### src/rtl/mac_sequencer.sv
// mac_sequencer: sum of N_PAIRS 3x3 unsigned products through one shared multiplier, start/busy/done handshake
module mac_sequencer #(
  parameter int N_PAIRS = 2,
  parameter int ACC_W   = 7,
  parameter int IDX_W   = 1
) (
  input  logic                   clk,
  input  logic                   rst_n,
  input  logic                   start,
  input  logic [6*N_PAIRS-1:0]   operands,
  output logic                   busy,
  output logic                   done,
  output logic [ACC_W-1:0]       result,
  output logic                   ovf
);
  localparam int SUM_W = ACC_W + 1;
  typedef enum logic [1:0] {IDLE, MUL, ACC, DONE} state_t;
  state_t               state_q;
  logic [6*N_PAIRS-1:0] opl_q;
  logic [5:0]           prod_q, prod_d;
  logic [ACC_W-1:0]     acc_q, result_q;
  logic [IDX_W-1:0]     idx_q;
  logic                 ovf_acc_q, ovf_q, busy_q, done_q;
  logic [2:0]           x_d, y_d;
  logic [SUM_W-1:0]     sum_d;
  logic                 last_d;
  // select the current pair from the latched operands, multiply it and form the next accumulation
  always_comb begin
    x_d    = opl_q[6*idx_q+3 +: 3];
    y_d    = opl_q[6*idx_q +: 3];
    prod_d = {3'b000, x_d} * {3'b000, y_d};
    sum_d  = {1'b0, acc_q} + SUM_W'(prod_q);
    last_d = idx_q == IDX_W'(N_PAIRS - 1);
  end
  // sequencer: IDLE -> (MUL -> ACC) x N_PAIRS -> DONE -> IDLE, all outputs registered
  always_ff @(posedge clk or negedge rst_n) begin
    if (!rst_n) begin
      state_q   <= IDLE;
      opl_q     <= '0;
      prod_q    <= '0;
      acc_q     <= '0;
      idx_q     <= '0;
      ovf_acc_q <= 1'b0;
      result_q  <= '0;
      ovf_q     <= 1'b0;
      busy_q    <= 1'b0;
      done_q    <= 1'b0;
    end else begin
      case (state_q)
        IDLE: if (start) begin
          opl_q     <= operands;
          acc_q     <= '0;
          idx_q     <= '0;
          ovf_acc_q <= 1'b0;
          busy_q    <= 1'b1;
          state_q   <= MUL;
        end
        MUL: begin
          prod_q  <= prod_d;
          state_q <= ACC;
        end
        ACC: begin
          acc_q     <= sum_d[ACC_W-1:0];
          ovf_acc_q <= ovf_acc_q | sum_d[ACC_W];
          if (last_d) begin
            result_q <= sum_d[ACC_W-1:0];
            ovf_q    <= ovf_acc_q | sum_d[ACC_W];
            done_q   <= 1'b1;
            state_q  <= DONE;
          end else begin
            idx_q   <= idx_q + IDX_W'(1);
            state_q <= MUL;
          end
        end
        default: begin
          done_q  <= 1'b0;
          busy_q  <= 1'b0;
          state_q <= IDLE;
        end
      endcase
    end
  end
  assign busy   = busy_q;
  assign done   = done_q;
  assign result = result_q;
  assign ovf    = ovf_q;
endmodule

### config.mk
export PLATFORM = sky130hd
export DESIGN_NAME = mac_sequencer
export DESIGN_NICKNAME = d
export VERILOG_FILES = /design/src/rtl/mac_sequencer.sv
export SDC_FILE = /design/constraint.sdc
export NUM_CORES = 1
export LEC_CHECK = 0
export ABC_AREA = 1
export BUFFER_PORTS_ARGS = -buffer_cell sky130_fd_sc_hd__buf_2
export CAP_MARGIN = 10
export CORE_MARGIN = 1
export CORE_UTILIZATION = 41
export CTS_CLUSTER_SIZE = 40
export DETAILED_ROUTE_END_ITERATION = 10
export PLACE_DENSITY = 0.59
export SLEW_MARGIN = 5
export SYNTH_ARGS = -nofsm -noshare
export SYNTH_HDL_FRONTEND = slang
export SYNTH_SLANG_ARGS = --single-unit
export TNS_END_PERCENT = 10
### constraint.sdc
create_clock -name clk -period 3.35 [get_ports clk]
set_clock_uncertainty 0.15 [all_clocks]
set_input_delay 0.335 -clock clk [delete_from_list [all_inputs] [get_ports clk]]
set_output_delay 0.335 -clock clk [all_outputs]
set_load 0.02 [all_outputs]
==> reports/results.txt <==
Share of cells above drive strength 1 -> 24.4%
Most common cell after layout, fill and taps aside -> nand2_1
Largest net degree at the start of global routing -> 40
Final Setup Violations -> 0
Psw -> 971 uW
Max-cap violations -> 0
Largest family of logic cells by synthesized area -> simple AND/OR/NAND/NOR gates
Adder-cell share of the synthesized area -> 11.1%
IO Port Bufs -> 24
FP Rows -> 25
Pre-CTS setup slack -> 0.654 ns
Slew of the pin with the lowest slew margin -> 0.891 ns
Worst skew pair latency -> 0.29 ns
Final #Nets -> 281
Fin Setup TNS -> 0 ns
Max IR drop VDD -> 494 uV
Status -> finished, final reports clean
Synth warn -> 0
Max-slew violation count -> 0
Startpoint types -> flop
DRT iter0 DRCs -> 85
Detailed placement HPWL -> 2850 um
Placement Cell Area -> 2300 um2
DRC errors left -> 0
Worst R2R Path Depth -> 11
Worst-path clk slew -> 0.08 ns
FILL cells -> 463
DIE AREA -> 5470 um2
Setup repair after global routing missed its margin -> false
Post-CTS Hold Buffers -> 0
H-Tree Depth -> 2
Vias in the first global route -> 1498
Commonest cells after routing, fill and taps aside -> nand2_1, dfrtp_1, buf_2, inv_1, ha_1
ANT cells -> 0
DR pass1 iterations -> 4
Top-area cell type share of the netlist area -> 46.0%
Leak Pwr -> 1.30 nW
Yosys reg bits -> 39
EDFF count, synth -> 0
Arrival time at the worst endpoint -> 2.79 ns
Combinational share of power -> 48.6%
Area Overhead vs Synth -> 14.0%
Routed len/inst -> 12.0 um
Final hold vios -> 0
Final Util -> 49.9%
Placer Congestion -> 0.826
Worst hold slack -> 0.00760 ns
Register area share after synthesis -> 46.0%
Initial Utilization -> 43.8%
CTS tree -> done
Power Dens Cells -> 956 nW/um2
Sw frac -> 42.0%
Slowest stage delay, CP -> 0.58 ns
Clk sinks -> 39
Post-route ant nets -> 0
Setup Buffers After CTS -> 0
Mux share of post-synthesis cell area -> 8.25%
Final period util -> 81.3%
Final cell count without fillers -> 317
Power share of the clock group -> 17.6%
Die W -> 74.0 um
Root buffer cell -> clkbuf_8
Total power -> 2.31 mW
DR vias/cell -> 4.79
Slew HR -> 40.6%
CP Capture Type -> flop
Synth Net Count -> 253
Total global-route track usage -> 16.9%
WS Path Type -> flop to flop
Detailed Route WL -> 3810 um
Pint -> 1.34 mW
Synth Area in Simple Gates -> 21.3%
Placed cell count -> 309
Largest cells by area after synthesis -> dfrtp_1, nand2_1, ha_1
Final worst slack -> 0.627 ns
Total grt overflow -> 0
Synth Cell Area -> 2120 um2
Area leader, netlist -> dfrtp_1
Distinct cells, synth -> 31
Deepest clock path buffer count -> 2
Core area -> 4850 um2
Post-synth ARST share -> 100%
Req. time, crit path -> 3.42 ns
Reg area -> 976 um2
DR vias -> 1517
Seq pwr share -> 33.8%
Post-Layout Inst Area -> 2420 um2
# resized after CTS -> 0
Syn Area/Cell -> 9.61 um2
Slowest cell on the critical path -> dfrtp_1
Synth Area in Compound Gates -> 6.60%
Initial antenna violation count -> 0
IO Count -> 25
Multi-input logic area -> 1030 um2
Crit-path cells -> inv_2, or2_1, o21a_1, inv_1, nor2_1, fa_1, ha_1, inv_1, fa_1, xor2_1, o21ai_0
Mapped Cells -> 221
Synth Flop Type -> dfrtp_1
Die Y -> 74.0 um
Minimum clock period -> 2.72 ns
Post-synthesis xor/xnor area fraction -> 1.24%
First-pass GRT wire length -> 6950 um
Fmax -> 367 MHz
TritonCTS buffer count -> 5
Hold Crit Class -> primary input to async pin
Critical-path maximum fanout -> 9
==> flip-flops by register name, indices dropped and copies added (netlist names) <==
register   count
busy           1
opl_q         12
state_q        2
idx_q          1
result         7
acc_q          7
prod_q         6
done           1
ovf            1
ovf_acc_q      1
==> cell families after synthesis <==
family	Yosys count
compound gates	23
buf+inv	27
fa+ha+maj	17
mux	16
simple gates	96
xor+xnor	3
flops	39
==> worst paths after layout <==
kind	start	end	slack, ns
setup reg to reg	idx_q	prod_q[4]	0.63
hold / removal	rst_n	opl_q[11]	0.008
setup / recovery	idx_q	prod_q[4]	0.63
hold reg to reg	result[4]	result[4]	0.33
max in group asynchronous	rst_n	state_q[1]	2.48
min in group clk	operands[8]	opl_q[8]	0.11
==> per-layer routing <==
layer  share of wire (%)  global-route usage, %  vias to the layer above
li1                    -                      -                      773
met1                  49                   22.9                      722
met2                  47                   26.5                       17
met3                 2.5                   4.07                        5
met4                 1.1                   5.77                        0
met5                   0                      0                        -
==> power by group through the flow <==
stage	Sequential, mW	Combinational (mW)	Clock (mW)
CTS	0.784	1.14	0.419
global route	0.812	1.29	0.442
global placement	0.795	1.11	0
finish	0.782	1.12	0.407
floorplan	0.797	0.877	0
detailed placement	0.792	1.13	0
==> synthesized netlist by cell type, types with 2 or more instances <==
cell type and instances:
or2_1 3, nand3_1 12, nand2_1 58, mux2_2 12, ha_1 14, o21ai_2 3
nand2_2 4, a21oi_1 6, fa_1 3, xor2_1 2, inv_2 3, mux2i_1 4
o21ai_0 8, nor2_1 12, a21o_1 2, nand3_2 3, dfrtp_1 39, o21a_1 2
inv_1 19
==> layout make-up <==
type                            count  share of cell area [%]
Sequential cell                    39                    40.3
Multi-Input combinational cell    155                    42.5
Inverter                           24                    3.93
Timing Repair Buffer               24                    4.96
Clock buffer                        5                    2.84
Clock inverter                      3                    1.96
Tap cell                           67                    3.46
==> critical path: cells and delay by family (launching register included) <==
| family | cells | cell delay (ns) |
|---|---|---|
| adders and majority gates | 3 | 1.11 |
| DFF | 1 | 0.58 |
| and+or+nand+nor | 2 | 0.26 |
| AOI/OAI and AO/OA | 2 | 0.24 |
| buffers and inverters | 3 | 0.18 |
| xor gates and xnor gates | 1 | 0.14 |
No activity file was read; power rests on OpenSTA's default activity.
